File: config.mk
export PLATFORM = sky130hd
export DESIGN_NAME = fb_rect_fill_flat
export DESIGN_NICKNAME = d
export VERILOG_FILES = /design/src/rtl/fb_rect_fill_if.sv /design/src/rtl/fb_rect_fill.sv /design/src/flat_wrapper.sv
export SDC_FILE = /design/constraint.sdc
export NUM_CORES = 1
export LEC_CHECK = 0
export CAP_MARGIN = 5
export CORE_ASPECT_RATIO = 1.4
export CORE_MARGIN = 5
export CORE_UTILIZATION = 40
export DETAILED_ROUTE_END_ITERATION = 6
export GPL_TIMING_DRIVEN = 0
export PLACE_DENSITY = 0.6
export SETUP_SLACK_MARGIN = 0.1
export SLEW_MARGIN = 20
export SYNTH_ARGS = -nofsm -noshare
export SYNTH_HDL_FRONTEND = slang
export SYNTH_SLANG_ARGS = --single-unit
File: constraint.sdc
create_clock -name CLOCK_50 -period 5.55 [get_ports CLOCK_50]
set_clock_uncertainty 0.05 [all_clocks]
set_input_delay 1.11 -clock CLOCK_50 [delete_from_list [all_inputs] [get_ports CLOCK_50]]
set_output_delay 1.11 -clock CLOCK_50 [all_outputs]
set_load 0.02 [all_outputs]
File: src/rtl/fb_rect_fill_if.sv
// ---------------------------------------------------------------------------
// fb_rect_fill_if
//   Command and framebuffer-write bundle for the rectangle fill engine.
//   master : command producer / framebuffer observer
//   slave  : fill engine (fb_rect_fill)
//   Signals:
//     cmd_valid, cmd_ready          command handshake
//     cmd_x, cmd_y, cmd_w, cmd_h    rectangle origin and size
//     cmd_color                     fill colour {R,G,B}
//     fb_adr_w, fb_d, fb_we         framebuffer write port
//     busy, done                    engine status
// ---------------------------------------------------------------------------
interface fb_rect_fill_if #(
    parameter int ADDR_W = 16,
    parameter int DATA_W = 24
);
    logic              cmd_valid;
    logic              cmd_ready;
    logic [8:0]        cmd_x;
    logic [7:0]        cmd_y;
    logic [8:0]        cmd_w;
    logic [7:0]        cmd_h;
    logic [DATA_W-1:0] cmd_color;
    logic [ADDR_W-1:0] fb_adr_w;
    logic [DATA_W-1:0] fb_d;
    logic              fb_we;
    logic              busy;
    logic              done;

    modport master (
        output cmd_valid, cmd_x, cmd_y, cmd_w, cmd_h, cmd_color,
        input  cmd_ready, fb_adr_w, fb_d, fb_we, busy, done
    );

    modport slave (
        input  cmd_valid, cmd_x, cmd_y, cmd_w, cmd_h, cmd_color,
        output cmd_ready, fb_adr_w, fb_d, fb_we, busy, done
    );
endinterface

File: src/rtl/fb_rect_fill.sv
// ---------------------------------------------------------------------------
// fb_rect_fill
//   Solid-rectangle fill engine. Accepts one rectangle command per handshake,
//   clips it to the H_RES x V_RES framebuffer and writes one pixel per clock,
//   row-major, through the framebuffer write port.
//   Ports:
//     CLOCK_50  system clock, all logic on the rising edge
//     reset     synchronous, active-low
//     bus       fb_rect_fill_if.slave: command handshake in, pixel writes and
//               busy/done status out
// ---------------------------------------------------------------------------
module fb_rect_fill #(
    parameter int H_RES  = 280,   // row pitch; the row_base shift-add below is built for 280
    parameter int V_RES  = 192,
    parameter int ADDR_W = 16,
    parameter int DATA_W = 24
) (
    input  logic          CLOCK_50,
    input  logic          reset,
    fb_rect_fill_if.slave bus
);

    typedef enum logic [1:0] {IDLE, SETUP, FILL, DONE} state_t;

    state_t            state, state_next;

    logic [8:0]        x_q, x_d;
    logic [7:0]        y_q, y_d;
    logic [8:0]        w_q, w_d;
    logic [7:0]        h_q, h_d;
    logic [DATA_W-1:0] color_q, color_d;
    logic [9:0]        x_end_q, x_end_d;
    logic [9:0]        y_end_q, y_end_d;
    logic [8:0]        col_q, col_d;
    logic [7:0]        row_q, row_d;
    logic [ADDR_W-1:0] row_base_q, row_base_d;
    logic [ADDR_W-1:0] adr_q, adr_d;
    logic [DATA_W-1:0] pix_q, pix_d;
    logic              we_q, we_d;
    logic              busy_q, busy_d;
    logic              done_q, done_d;

    // Setup-time arithmetic on the latched command (10-bit so x+w, y+h never wrap).
    logic [9:0]        x_sum, y_sum, x_end_calc, y_end_calc;
    logic              empty;
    logic [ADDR_W-1:0] y_ext, x_ext, base_calc;
    logic              col_last, row_last;
    logic              accept;

    assign x_sum      = {1'b0, x_q} + {1'b0, w_q};
    assign y_sum      = {2'b0, y_q} + {2'b0, h_q};
    assign x_end_calc = (x_sum > 10'(H_RES)) ? 10'(H_RES) : x_sum;
    assign y_end_calc = (y_sum > 10'(V_RES)) ? 10'(V_RES) : y_sum;
    assign empty      = ({1'b0, x_q} >= 10'(H_RES)) || ({2'b0, y_q} >= 10'(V_RES)) ||
                        (w_q == '0) || (h_q == '0);

    // y*280 = y*256 + y*16 + y*8, kept as adders so no multiplier is inferred.
    assign y_ext      = ADDR_W'(y_q);
    assign x_ext      = ADDR_W'(x_q);
    assign base_calc  = (y_ext << 8) + (y_ext << 4) + (y_ext << 3);

    assign col_last   = ({1'b0, col_q} + 10'd1) == x_end_q;
    assign row_last   = ({2'b0, row_q} + 10'd1) == y_end_q;

    // Combinational so the engine is never seen as ready while reset is held.
    assign bus.cmd_ready = (state == IDLE) && reset;
    assign accept        = bus.cmd_valid && bus.cmd_ready;

    always_comb begin
        // NOTE: every signal driven here gets its hold value first; a path that
        // left one unassigned would infer a latch.
        state_next = state;
        x_d        = x_q;
        y_d        = y_q;
        w_d        = w_q;
        h_d        = h_q;
        color_d    = color_q;
        x_end_d    = x_end_q;
        y_end_d    = y_end_q;
        col_d      = col_q;
        row_d      = row_q;
        row_base_d = row_base_q;
        adr_d      = adr_q;
        pix_d      = pix_q;
        we_d       = we_q;
        done_d     = 1'b0;

        case (state)
            IDLE: begin
                if (accept) begin
                    x_d        = bus.cmd_x;
                    y_d        = bus.cmd_y;
                    w_d        = bus.cmd_w;
                    h_d        = bus.cmd_h;
                    color_d    = bus.cmd_color;
                    state_next = SETUP;
                end
            end
            SETUP: begin
                x_end_d = x_end_calc;
                y_end_d = y_end_calc;
                if (empty) begin
                    done_d     = 1'b1;
                    state_next = DONE;
                end else begin
                    row_base_d = base_calc;
                    col_d      = x_q;
                    row_d      = y_q;
                    adr_d      = base_calc + x_ext;
                    pix_d      = color_q;
                    we_d       = 1'b1;
                    state_next = FILL;
                end
            end
            FILL: begin
                if (col_last && row_last) begin
                    we_d       = 1'b0;
                    done_d     = 1'b1;
                    state_next = DONE;
                end else if (col_last) begin
                    col_d      = x_q;
                    row_d      = row_q + 8'd1;
                    row_base_d = row_base_q + ADDR_W'(H_RES);
                    adr_d      = row_base_q + ADDR_W'(H_RES) + x_ext;
                end else begin
                    col_d      = col_q + 9'd1;
                    adr_d      = adr_q + 1'b1;
                end
            end
            DONE: begin
                state_next = IDLE;
            end
            default: begin
                we_d       = 1'b0;
                state_next = IDLE;
            end
        endcase

        busy_d = (state_next != IDLE);
    end

    always_ff @(posedge CLOCK_50) begin
        // NOTE: non-blocking assignments so every register samples the values
        // from before this edge, independent of statement order.
        if (!reset) begin
            state      <= IDLE;
            x_q        <= '0;
            y_q        <= '0;
            w_q        <= '0;
            h_q        <= '0;
            color_q    <= '0;
            x_end_q    <= '0;
            y_end_q    <= '0;
            col_q      <= '0;
            row_q      <= '0;
            row_base_q <= '0;
            adr_q      <= '0;
            pix_q      <= '0;
            we_q       <= 1'b0;
            busy_q     <= 1'b0;
            done_q     <= 1'b0;
        end else begin
            state      <= state_next;
            x_q        <= x_d;
            y_q        <= y_d;
            w_q        <= w_d;
            h_q        <= h_d;
            color_q    <= color_d;
            x_end_q    <= x_end_d;
            y_end_q    <= y_end_d;
            col_q      <= col_d;
            row_q      <= row_d;
            row_base_q <= row_base_d;
            adr_q      <= adr_d;
            pix_q      <= pix_d;
            we_q       <= we_d;
            busy_q     <= busy_d;
            done_q     <= done_d;
        end
    end

    assign bus.fb_adr_w = adr_q;
    assign bus.fb_d     = pix_q;
    assign bus.fb_we    = we_q;
    assign bus.busy     = busy_q;
    assign bus.done     = done_q;

endmodule

File: src/flat_wrapper.sv
// flat-port wrapper written by rule: the top's interface ports become plain ports
module fb_rect_fill_flat 
#(
    parameter int H_RES  = 280,                                                              
    parameter int V_RES  = 192,
    parameter int ADDR_W = 16,
    parameter int DATA_W = 24
)
  (CLOCK_50, reset, bus_cmd_valid, bus_cmd_x, bus_cmd_y, bus_cmd_w, bus_cmd_h, bus_cmd_color, bus_cmd_ready, bus_fb_adr_w, bus_fb_d, bus_fb_we, bus_busy, bus_done);
  fb_rect_fill_if #(.ADDR_W(ADDR_W), .DATA_W(DATA_W)) bus_i ();
  input  logic CLOCK_50;
  input  logic reset;
  input wire logic [$bits(bus_i.cmd_valid)-1:0] bus_cmd_valid;
  input wire logic [$bits(bus_i.cmd_x)-1:0] bus_cmd_x;
  input wire logic [$bits(bus_i.cmd_y)-1:0] bus_cmd_y;
  input wire logic [$bits(bus_i.cmd_w)-1:0] bus_cmd_w;
  input wire logic [$bits(bus_i.cmd_h)-1:0] bus_cmd_h;
  input wire logic [$bits(bus_i.cmd_color)-1:0] bus_cmd_color;
  output wire logic [$bits(bus_i.cmd_ready)-1:0] bus_cmd_ready;
  output wire logic [$bits(bus_i.fb_adr_w)-1:0] bus_fb_adr_w;
  output wire logic [$bits(bus_i.fb_d)-1:0] bus_fb_d;
  output wire logic [$bits(bus_i.fb_we)-1:0] bus_fb_we;
  output wire logic [$bits(bus_i.busy)-1:0] bus_busy;
  output wire logic [$bits(bus_i.done)-1:0] bus_done;
  assign bus_i.cmd_valid = bus_cmd_valid;
  assign bus_i.cmd_x = bus_cmd_x;
  assign bus_i.cmd_y = bus_cmd_y;
  assign bus_i.cmd_w = bus_cmd_w;
  assign bus_i.cmd_h = bus_cmd_h;
  assign bus_i.cmd_color = bus_cmd_color;
  assign bus_cmd_ready = bus_i.cmd_ready;
  assign bus_fb_adr_w = bus_i.fb_adr_w;
  assign bus_fb_d = bus_i.fb_d;
  assign bus_fb_we = bus_i.fb_we;
  assign bus_busy = bus_i.busy;
  assign bus_done = bus_i.done;
  fb_rect_fill #(.H_RES(H_RES), .V_RES(V_RES), .ADDR_W(ADDR_W), .DATA_W(DATA_W)) u_core (.CLOCK_50(CLOCK_50), .reset(reset), .bus(bus_i));
endmodule
==> reports/metrics.cfg, run 1 <==
[critical_path]
crit_type=primary input to output pin
worst_ep_required_time_ns=4.39
crit_arrival_ns=3.65
worstPathMaxFanout=10
endpoint_kind=output pin
regToRegSetupSlack_ns=1.64
cp-start-kind=primary input

[yosys]
synth_flop_cell=dfxtp_1
yosys-top-cells-count=nand2_1 (172), dfxtp_1 (152), o21ai_0 (116)
synthTopCellsByArea=dfxtp_1 (33%), nand2_1 (7.1%), ha_1 (6.7%)
synth-seq-area-share=0.335
post_synth_num_cell_types=73
synth_edf_count=0
ys_ff_latch=152
ys_async_sr_fraction=0
mappedNetlistNets=1247
synth.avg_cell_area_um2=8.05
synth_top_area_cell=dfxtp_1
netlist_area_um2=9090
synth_top_area_share=0.335
yosys_warnings=0
post-synth-top-count-cell=nand2_1
synth_cells=1130

[sta]
hold_viol=0
period_needed_ns=4.81
setup_viol=0
slew_headroom=0.377
rsz0062_at_grt=no
finalSetupTns_ns=0
max_freq_ghz=0.208
worst_slew_pin_slew_ns=0.935
fin_crit_sh=0.866
final_max_slew_viol_count=0

[die]
coreArea_um2=22400
dieHeight_um=188
rows=65
die-area_um2=25900
initial_core_util=0.405
num_io_pins=105
die_x_um=137

[finish]
layout-drive-gt1-share=0.0522
area_delta_synth_final_pct=22.3
diodes=0
nNetsFinal=1369
final_cell_area_um2=11100

[place]
placed_area_um2=10500
hpwlAfterDp_mm=22.5
place.gp.congestion=0.882
port_buffers=103

[cts]
clk_latency_ns=0.44
htreeDepth=4
ctsHoldBuffers=0
cts_tree=built
cts.repair.resized=0
clock_sinks=152
clkTransAtPathRegs_ns=0.06
cts.path.max_buffers=2
cts_setup_buffers=0
cts_buffers=17
root_buffer=clkbuf_16

[drt]
drtAntennaViolNets=0
vias_per_cell=5.51
wl_mm=29.3
drtPass1Iterations=5
highest_layer=met5
route.detailed.drc=0
met3WireLength_mm=1.68
drtIter0Drc=378
wl_per_cell_um=18.7
routedLengthMet1_mm=11.6
vias=8621
wl_met2_mm=15.3

[power_and_ir_drop]
p_sw_frac=0.427
leakage_nw=4.27
peakVddDrop_uv=295
power_density_nw_per_um2=474
power_frac_seq=0.310
p_clk_frac=0.232
power_switching_mw=2.25
p_int_mw=3.02
pwr-share-comb=0.458

[global_routing]
grt_pass1_wl_mm=45.5
grt_pass1_vias=8337
gr-total-overflow=0
grt_max_degree=17
antenna_found_initial=1
grt_use_total=0.227

[outcome]
outcome=finished clean

[hold_path]
hp-class=flop to flop

[run]
cap_violations=0

-- flip-flops by register name, summed over array words and instances (netlist names) --
name and cells:
u_core.bus.busy 1, u_core.bus.done 1, u_core.bus.fb_adr_w 16, u_core.bus.fb_d 24
u_core.bus.fb_we 1, u_core.col_q 9, u_core.color_q 24, u_core.h_q 8
u_core.row_base_q 13, u_core.row_q 8, u_core.state 2, u_core.w_q 9
u_core.x_end_q 10, u_core.x_q 9, u_core.y_end_q 9, u_core.y_q 8
-- power by group through the flow --
stage | clock (mW) | combinational [mW] | sequential (mW)
after floorplan | 0 | 1.59 | 1.63
after global routing | 1.29 | 2.64 | 1.67
after global placement | 0 | 2.37 | 1.65
after CTS | 1.24 | 2.41 | 1.63
after detailed placement | 0 | 2.40 | 1.65
final | 1.22 | 2.41 | 1.64
-- placed cells by master, fill, tap and decap left out, types with 7 or more instances in the layout --
cell type | synthesis | routed
a31oi_1 | 12 | 12
nand2b_1 | 12 | 12
nand2_1 | 172 | 172
a21o_1 | 8 | 8
and3_1 | 13 | 13
nor4_1 | 10 | 10
o31ai_1 | 18 | 18
xor2_1 | 24 | 24
inv_1 | 35 | 35
nand3_1 | 30 | 30
fa_1 | 7 | 7
a21oi_1 | 53 | 53
nor2_1 | 79 | 79
o21a_1 | 11 | 11
clkbuf_1 | 48 | 49
xnor2_1 | 41 | 41
o21ai_1 | 9 | 9
mux2i_1 | 36 | 36
nor3_1 | 15 | 15
or3_1 | 9 | 9
and2_1 | 13 | 13
a211oi_1 | 13 | 13
dfxtp_1 | 152 | 152
o21ai_0 | 116 | 116
clkdlybuf4s50_1 | 0 | 103
clkbuf_16 | 0 | 17
nor2b_1 | 8 | 8
ha_1 | 49 | 49
or2_2 | 7 | 7
o211ai_1 | 8 | 8
o22ai_1 | 7 | 7
-- layout make-up --
type / instances / area (um2)
fillers: 2260 / 11300
well taps: 301 / 377
clock inverters: 13 / 170
multi-input cells: 880 / 5660
repair buffers: 103 / 1030
plain buffers: 62 / 263
flip-flops and latches: 152 / 3040
inverters: 36 / 135
clock buffers: 19 / 443
-- critical path: stages --
cell and delay (ns):
clkbuf_1 0.30, clkbuf_1 0.65, clkbuf_1 0.67, and2_1 0.22, clkdlybuf4s50_1 0.69
-- through the flow --
| stage | worst slack (ns) | power (mW) | instances | hold WS [ns] | util |
|---|---|---|---|---|---|
| 6_report | 0.744 | 5.27 | 1566 | 0.410 | 0.495 |
| 5_1_grt | 0.741 | 5.60 | 1566 | 0.428 | 0.495 |
| 2_1_floorplan | 2.29 | 3.23 | 1130 | 0.385 | - |
| 3_3_place_gp | 0.752 | 4.01 | 1534 | 0.394 | 0.468 |
| 3_5_place_dp | 0.782 | 4.05 | 1534 | 0.402 | 0.468 |
| 4_1_cts | 0.754 | 5.28 | 1566 | 0.411 | 0.495 |
-- metal layers --
| layer | global-route usage | up-vias |
|---|---|---|
| met2 | 0.419 | 224 |
| met1 | 0.251 | 4038 |
| met3 | 0.0553 | 54 |
| met5 | 0 | - |
| met4 | 0.0745 | 2 |
| li1 | - | 4303 |
-- kinds of logic after synthesis --
logic type                 count (synthesis)  share of synthesized area
AOI/OAI and AO/OA                        319                      0.224
xor gates and xnor gates                  65                     0.0626
adders and majority gates                 56                     0.0828
buffers and inverters                     98                     0.0438
DFF                                      152                      0.335
muxes                                     40                     0.0446
and+or+nand+nor                          400                      0.208
-- worst paths after layout --
path                                         start                 endpoint  cells after the start
worst max-delay path                         reset            bus_cmd_ready                      5
worst min-delay path            u_core.color_q[15]       u_core.color_q[15]                      2
worst max register to register       u_core.y_q[0]  u_core.bus.fb_adr_w[15]                     14
worst min register to register  u_core.color_q[15]       u_core.color_q[15]                      2
(Power assumes the default switching activity.)
==> inputs of run 2 (changes only) <==
--- a/config.mk
+++ b/config.mk
@@ -6,7 +6,7 @@
 export NUM_CORES = 1
 export LEC_CHECK = 0
 export CAP_MARGIN = 5
-export CORE_ASPECT_RATIO = 1.4
+export CORE_ASPECT_RATIO = 1.25
 export CORE_MARGIN = 5
 export CORE_UTILIZATION = 40
 export DETAILED_ROUTE_END_ITERATION = 6
==> reports/metrics.cfg, run 2 (same netlist as run 1, synthesis figures left out) <==
[critical_path]
worst_ep_required_time_ns=4.39  ; about the same
worstPathMaxFanout=10  ; unchanged
endpoint_kind=output pin
cp-start-kind=primary input
crit_type=primary input to output pin
crit_arrival_ns=3.64  ; about the same

[cts]
clkTransAtPathRegs_ns=0.07  ; about the same
cts_setup_buffers=0  ; unchanged
clock_sinks=152  ; unchanged
clk_latency_ns=0.45  ; about the same
cts_tree=built
htreeDepth=4  ; unchanged
ctsHoldBuffers=0  ; unchanged
cts.path.max_buffers=2  ; unchanged
cts_buffers=17  ; unchanged
root_buffer=clkbuf_16
cts.repair.resized=0  ; unchanged

[global_routing]
grt_pass1_wl_mm=46.2  ; +1.5%
grt_use_total=0.230  ; +0.00296
gr-total-overflow=0  ; unchanged
grt_max_degree=17  ; unchanged
grt_pass1_vias=8748  ; +4.9%
antenna_found_initial=0  ; -1

[sta]
slew_headroom=0.396  ; +0.0195
setup_viol=0  ; unchanged
finalSetupTns_ns=0  ; unchanged
period_needed_ns=4.80  ; -0.00301 ns
fin_crit_sh=0.865  ; about the same
final_max_slew_viol_count=0  ; unchanged
max_freq_ghz=0.208  ; about the same
worst_slew_pin_slew_ns=0.906  ; -0.0293 ns
hold_viol=0  ; unchanged
rsz0062_at_grt=no
fin_hold_ws_ns=0.406  ; -0.00397 ns

[die]
dieHeight_um=179  ; -5.2%
initial_core_util=0.407  ; +0.00152
rows=61  ; -6.2%
die_x_um=145  ; +5.4%
num_io_pins=105  ; unchanged
coreArea_um2=22400  ; -0.37%
die-area_um2=25900  ; about the same

[finish]
final_cell_area_um2=11100  ; -0.16%
nNetsFinal=1369  ; unchanged
layout-drive-gt1-share=0.0530  ; +0.000791
area_delta_synth_final_pct=22.1
diodes=0  ; unchanged
final_cell_mix=nand2_1 (172), dfxtp_1 (152), o21ai_0 (116), clkdlybuf4s50_1 (103), nor2_1 (79)
final_common_cell=nand2_1

[drt]
vias=8619  ; -0.023%
wl_mm=29.1  ; -0.69%
route.detailed.drc=0  ; unchanged
drtPass1Iterations=5  ; unchanged
vias_per_cell=5.57  ; +1.1%
drtIter0Drc=455  ; +20%
drtAntennaViolNets=0  ; unchanged
wl_per_cell_um=18.8  ; +0.46%

[power_and_ir_drop]
peakVddDrop_uv=266  ; -9.6%
power_density_nw_per_um2=476  ; +0.30%
leakage_nw=4.28  ; +0.24%

[run]
cap_violations=0  ; unchanged

[place]
port_buffers=103  ; unchanged
placed_area_um2=10500  ; -0.21%
hpwlAfterDp_mm=22.0  ; -2.0%
place.gp.congestion=0.881  ; -0.18%

[hold_path]
hp-class=flop to flop

[outcome]
outcome=finished clean

==> run 2: area by class of cell <==
class,count,area [um2]
fill,2229,11300
multi-input combinational,880,5660
sequential,152,3040
timing repair buffer,103,1030
clock buffer,18,439
tap,283,354
buffer,62,263
clock inverter,14,179
inverter,36,135
==> run 2: routing by layer <==
metal | part of all wire | global-route usage | wire length, um
met5 | 0 | 0 | 0
met4 | 0.030 | 0.0820 | 873
met1 | 0.41 | 0.260 | 11800
met2 | 0.50 | 0.411 | 14500
met3 | 0.065 | 0.0636 | 1900
==> run 2: per-stage QoR <==
| step | cells | total power [mW] | setup slack (ns) | utilization |
|---|---|---|---|---|
| after floorplan | 1130 | 3.23 | 2.29 | - |
| after global placement | 1516 | 4.01 | 0.737 | 0.469 |
| after detailed placement | 1516 | 4.04 | 0.776 | 0.469 |
| after CTS | 1548 | 5.28 | 0.774 | 0.497 |
| after global routing | 1548 | 5.61 | 0.715 | 0.497 |
| final | 1548 | 5.28 | 0.747 | 0.497 |
==> run 2: final timing paths <==
path         cells after the start  slack [ns]                       to              start
max                              5        0.75            bus_cmd_ready              reset
max reg2reg                     13        1.64  u_core.bus.fb_adr_w[14]      u_core.y_q[0]
min                              2        0.41        u_core.color_q[8]  u_core.color_q[8]
min reg2reg                      2        0.41        u_core.color_q[8]  u_core.color_q[8]
==> run 2: report_power, final <==
group | total, mW | leakage, nW | internal, mW | switching [mW]
Clock | 1.24 | 0.301 | 0.695 | 0.549
Combinational | 2.40 | 2.74 | 0.956 | 1.45
Sequential | 1.64 | 1.24 | 1.34 | 0.295
Total | 5.28 | 4.28 | 2.99 | 2.29
==> run 2: critical path: stages <==
cell	delay, ns
clkbuf_1	0.33
clkbuf_1	0.63
clkbuf_1	0.67
and2_1	0.28
clkdlybuf4s50_1	0.62
==> inputs of run 3 (changes only) <==
==> constraint.sdc (replaced) <==
create_clock -name CLOCK_50 -period 5.55 [get_ports CLOCK_50]
set_clock_uncertainty 0.05 [all_clocks]
set_input_delay 1.11 -clock CLOCK_50 [delete_from_list [all_inputs] [get_ports CLOCK_50]]
set_output_delay 1.11 -clock CLOCK_50 [all_outputs]
set_load 0.05 [all_outputs]
==> results of run 3 <==
Same layout as run 2 (identical final DEF). Status: finished clean.
Main changes from that run: setup slack after placement 0.776 ns -> 0.577 ns; setup slack after layout 0.747 ns -> 0.548 ns; total power 5.28 mW -> 5.43 mW
==> variant 1: new RTL, flow settings as in run 3 <==
Encoding of `state_t`: now Gray code (2 bits for 4 states).
--- a/src/rtl/fb_rect_fill.sv
+++ b/src/rtl/fb_rect_fill.sv
@@ -20,7 +20,7 @@
     fb_rect_fill_if.slave bus
 );
 
-    typedef enum logic [1:0] {IDLE, SETUP, FILL, DONE} state_t;
+    typedef enum logic [1:0] {IDLE = 2'b00, SETUP = 2'b01, FILL = 2'b11, DONE = 2'b10} state_t;
 
     state_t            state, state_next;
 
Function: same outputs for any inputs over 4 cycles, from zero or initial values and one cycle with reset low; so few cycles prove little.
==> variant 1 against run 3 <==
Maximum frequency is 22% higher; synthesized cell count is 1.4% higher; routed wire length is 2.5% higher; area after synthesis is 1.6% higher; utilization is 0.57 points lower; design area is 1.1% higher; sequential cell count stayed put; setup slack better by 0.90 ns.
Power is not compared: it rests on default switching activity, and its combinational part moved more than twofold at a synthesized area within 25%.
==> variant 1: results (changes against run 3) <==
holdPathEnd: "u_core.bus.fb_d[16]$_SDFFE_PN0P_"
synth-seq-area-share: 0.329  # -0.00512
gp_congestion: 0.941  # +6.8%
drt_wl_total_um: 29800  # +2.5%
r2r-end: "u_core.bus.fb_adr_w[13]$_SDFFE_PN0P_"
dieArea_um2: 26200  # +1.5%
clk_share: 0.0539  # -0.00175
signal_buffer_area_fraction: 0.121  # +0.00458
place_area_um2: 10600  # +1.3%
worstHoldStart: "u_core.color_q[16]$_SDFFE_PN0P_"
rr_worst_depth: 12  # -1
drt_iter0_markers: 512  # +13%
outcome: "finished clean"
via_count: 8724  # +1.2%
fin_cells: 1569  # +1.4%
syn-num-nets: 1260  # +1.0%
timing.fmax_mhz: 244  # +22%
hold_ws_ns: 0.404  # -0.00185 ns
drive_above_1_share: 0.0757  # +0.0228
nFillCells: 2230  # +0.045%
r2r_slack_ns: 1.59  # -0.05 ns
dp_hpwl_um: 22700  # +3.2%
buffers: 169  # +2.4%
cp.arrival_ns: 2.94  # -0.90 ns
track_usage: 0.222  # -0.00807
seq_area_frac: 0.271  # -0.00311
multi_input_cells: 891  # +1.3%
grt_pass1_vias: 8552  # -2.2%
synthTopCellsByArea: "dfxtp_1, nand2_1, a21oi_1, ha_1, xnor2_1"
synthAdderAreaFrac: 0.0775  # -0.00533
synth-compound-area-share: 0.254  # +0.0302
dp_slack_ns: 1.41  # +0.835 ns
inverters: 37  # +2.8%
yosys-top-cells-count: "nand2_1, dfxtp_1, a21oi_1"
grt_pass1_wl_um: 46600  # +0.77%
syn_avg_cell_area_um2: 8.06  # +0.14%
grt_max_degree: 19  # +2
critPathMaxFanout: 7  # -3
place_inst: 1537  # +1.4%
p_total_mw: 2.92
[variant 1: changes by cell type after synthesis, moves of 6 or more]
| cell | before | now |
|---|---|---|
| a211oi_1 | 13 | 7 |
| a21oi_1 | 53 | 133 |
| a31oi_1 | 12 | 5 |
| buf_6 | 1 | 8 |
| mux2i_1 | 36 | 8 |
| nand2_1 | 172 | 229 |
| nor2_1 | 79 | 61 |
| nor3_1 | 15 | 25 |
| nor4_1 | 10 | 4 |
| o21ai_0 | 116 | 48 |
| o31ai_1 | 18 | 3 |
| o32ai_2 | 0 | 11 |
[variant 1: worst max-delay path: cells and delay by family]
family | cells | cell delay, ns
simple gates | 1 | 0.45
buf+inv | 3 | 1.37
[variant 1: per-layer routing]
metal  share of wire  vias up  GRT usage
li1                -     4326          -
met1            0.41     4089      0.251
met2            0.51      256      0.407
met5               0        -          0
met3           0.058       53     0.0521
met4           0.027        0     0.0783
==> variant 2: new RTL, config.mk and constraints of run 3 <==
Made on the original files. `ADDR_W` is set to 16 in 3 places; all go to 17.
--- a/src/rtl/fb_rect_fill_if.sv
+++ b/src/rtl/fb_rect_fill_if.sv
@@ -11,7 +11,7 @@
 //     busy, done                    engine status
 // ---------------------------------------------------------------------------
 interface fb_rect_fill_if #(
-    parameter int ADDR_W = 16,
+    parameter int ADDR_W = 17,
     parameter int DATA_W = 24
 );
     logic              cmd_valid;
--- a/src/rtl/fb_rect_fill.sv
+++ b/src/rtl/fb_rect_fill.sv
@@ -12,7 +12,7 @@
 module fb_rect_fill #(
     parameter int H_RES  = 280,   // row pitch; the row_base shift-add below is built for 280
     parameter int V_RES  = 192,
-    parameter int ADDR_W = 16,
+    parameter int ADDR_W = 17,
     parameter int DATA_W = 24
 ) (
     input  logic          CLOCK_50,
--- a/src/flat_wrapper.sv
+++ b/src/flat_wrapper.sv
@@ -3,7 +3,7 @@
 #(
     parameter int H_RES  = 280,                                                              
     parameter int V_RES  = 192,
-    parameter int ADDR_W = 16,
+    parameter int ADDR_W = 17,
     parameter int DATA_W = 24
 )
   (CLOCK_50, reset, bus_cmd_valid, bus_cmd_x, bus_cmd_y, bus_cmd_w, bus_cmd_h, bus_cmd_color, bus_cmd_ready, bus_fb_adr_w, bus_fb_d, bus_fb_we, bus_busy, bus_done);
Ports: changed (resized bus_fb_adr_w); port bits go from 105 to 106. The function was not compared with the original's and may differ.
==> variant 2 against run 3 <==
Design area is 2.8% higher; routed wire length grew 4.0%; setup slack lost 0.072 ns; sequential cell count rose by 2; global-route usage down 0.58 points; non-clock buffer count grew 6; combinational power up 9.0%; hold slack worse by 0.00061 ns; area after synthesis increased by 3.3%; total power grew 3.3%; critical endpoint unchanged; highest routed layer unchanged.
==> variant 2: results (changes against run 3) <==
outcome: "finished clean"
first_pass_iters: 5  # unchanged
p_int_mw: 3.06  # +2.2%
grt_pass1_wl_um: 47900  # +3.7%
critPathMaxFanout: 10  # unchanged
post_cts_buffers: 0  # unchanged
drive_above_1_share: 0.0557  # +0.00276
rr_worst_depth: 15  # +2
hold_class: "flip-flop to flip-flop"
cts_resized: 0  # unchanged
ys.warnings.count: 0  # unchanged
clock-root-buffer: "clkbuf_16"
slowest_stage: "clkdlybuf4s50_1"
cts_inserted_buffers: 17  # unchanged
yosys-top-cells-count: "nand2_1, dfxtp_1, o21ai_0"
async_reset_ff_frac: 0  # unchanged
critPathTopFamily: "buffers and inverters"
drt_iter0_markers: 646  # +42%
grt_pass1_vias: 8868  # +1.4%
synth.area.mux_share: 0.0454  # +0.000821
clk_pin_slew_ns: 0.07  # about the same
crit_start: "reset"
nFillCells: 2270  # +1.8%
critPathMaxStageDelay_ns: 0.72  # -0.10 ns
ir_drop_mv: 0.312  # +17%
clockBufferDepth: 2  # unchanged
power.leakage_nw: 4.42  # +3.3%
drt_wl_total_um: 30200  # +4.0%
htree_levels: 4  # unchanged
dp_hpwl_um: 22800  # +3.8%
track_usage: 0.225  # -0.00581
viasPerCell: 5.62  # +1.0%
synth_xor_area_frac: 0.0680  # +0.00543
grt_max_degree: 18  # +1
synth-compound-area-share: 0.218  # -0.00577
finalNetCount: 1414  # +3.3%
worstHoldStart: "u_core.color_q[23]$_SDFFE_PN0P_"
cp.arrival_ns: 3.91  # +0.07 ns
synthAdderAreaFrac: 0.0801  # -0.00268
min_delay_path_depth: 2  # unchanged
gp_congestion: 0.888  # +0.82%
tightest_slew_ns: 1.10  # +0.193 ns
clock_latency_ns: 0.44
reg2reg_from: "u_core.y_q[0]$_SDFFE_PN0P_"
synthTopCellsByArea: "dfxtp_1, nand2_1, ha_1, o21ai_0, xnor2_1"
synthDistinctLibCells: 81  # +11%
syn-num-nets: 1290  # +3.4%
synth-seq-area-share: 0.328  # -0.00657
diodes: 0  # unchanged
antenna_found_initial: 0  # unchanged
place.port_buffers: 105  # +1.9%
[variant 2: routing by layer]
metal  part of all wire  wire, um  global-route usage  vias up
met4              0.028       855              0.0735        0
li1                   -         -                   -     4443
met2               0.47     14300               0.387      312
met3              0.073      2200              0.0623       65
met5                  0         0                   0        -
met1               0.42     12800               0.270     4166
[variant 2: worst paths after layout]
kind,endpoint,slack (ns)
min,u_core.color_q[23]$_SDFFE_PN0P_,0.41
max,bus_cmd_ready,0.48
max reg2reg,u_core.bus.fb_adr_w[16]$_SDFFE_PN0P_,1.56
min reg2reg,u_core.color_q[23]$_SDFFE_PN0P_,0.41
[variant 2: kinds of logic (layout without fill, tap and decap cells)]
group | Yosys count | in the layout
AND/OR/NAND/NOR | 427 | 427
AO/OA/AOI/OAI | 310 | 310
flip-flops | 154 | 154
buffers and inverters | 111 | 248
XOR/XNOR | 73 | 73
adder cells (fa/ha/maj) | 56 | 56
multiplexers | 42 | 42
[variant 2: cell type report]
type / instances / area share
Buffer: 66 / 0.0294
Timing Repair Buffer: 105 / 0.0921
Inverter: 45 / 0.0148
Sequential cell: 154 / 0.270
Multi-Input combinational cell: 908 / 0.509
Clock buffer: 17 / 0.0373
Tap cell: 288 / 0.0316
Clock inverter: 15 / 0.0155
[variant 2: worst min-delay path, delay by kind of cell, from the launching register on]
| family | cells | cell delay, ns |
|---|---|---|
| AOI/OAI and AO/OA | 1 | 0.06 |
| and+or+nand+nor | 1 | 0.05 |
| DFF | 1 | 0.31 |
[variant 2: power groups by stage]
| stage | Combinational, mW | Clock (mW) | Sequential [mW] |
|---|---|---|---|
| detailed placement | 2.75 | 0 | 1.65 |
| CTS | 2.76 | 1.22 | 1.63 |
| finish | 2.78 | 1.21 | 1.63 |
| global placement | 2.73 | 0 | 1.65 |
| floorplan | 1.79 | 0 | 1.77 |
| global route | 3.03 | 1.26 | 1.66 |
[variant 2: per-stage QoR]
stage,setup slack [ns],instance area (um^2),hold WS [ns],cells
after floorplan,2.15,9400,0.385,1173
after global placement,0.480,10800,0.393,1566
after detailed placement,0.516,10800,0.399,1566
after CTS,0.496,11400,0.410,1598
after global routing,0.380,11400,0.422,1598
final,0.476,11400,0.406,1598
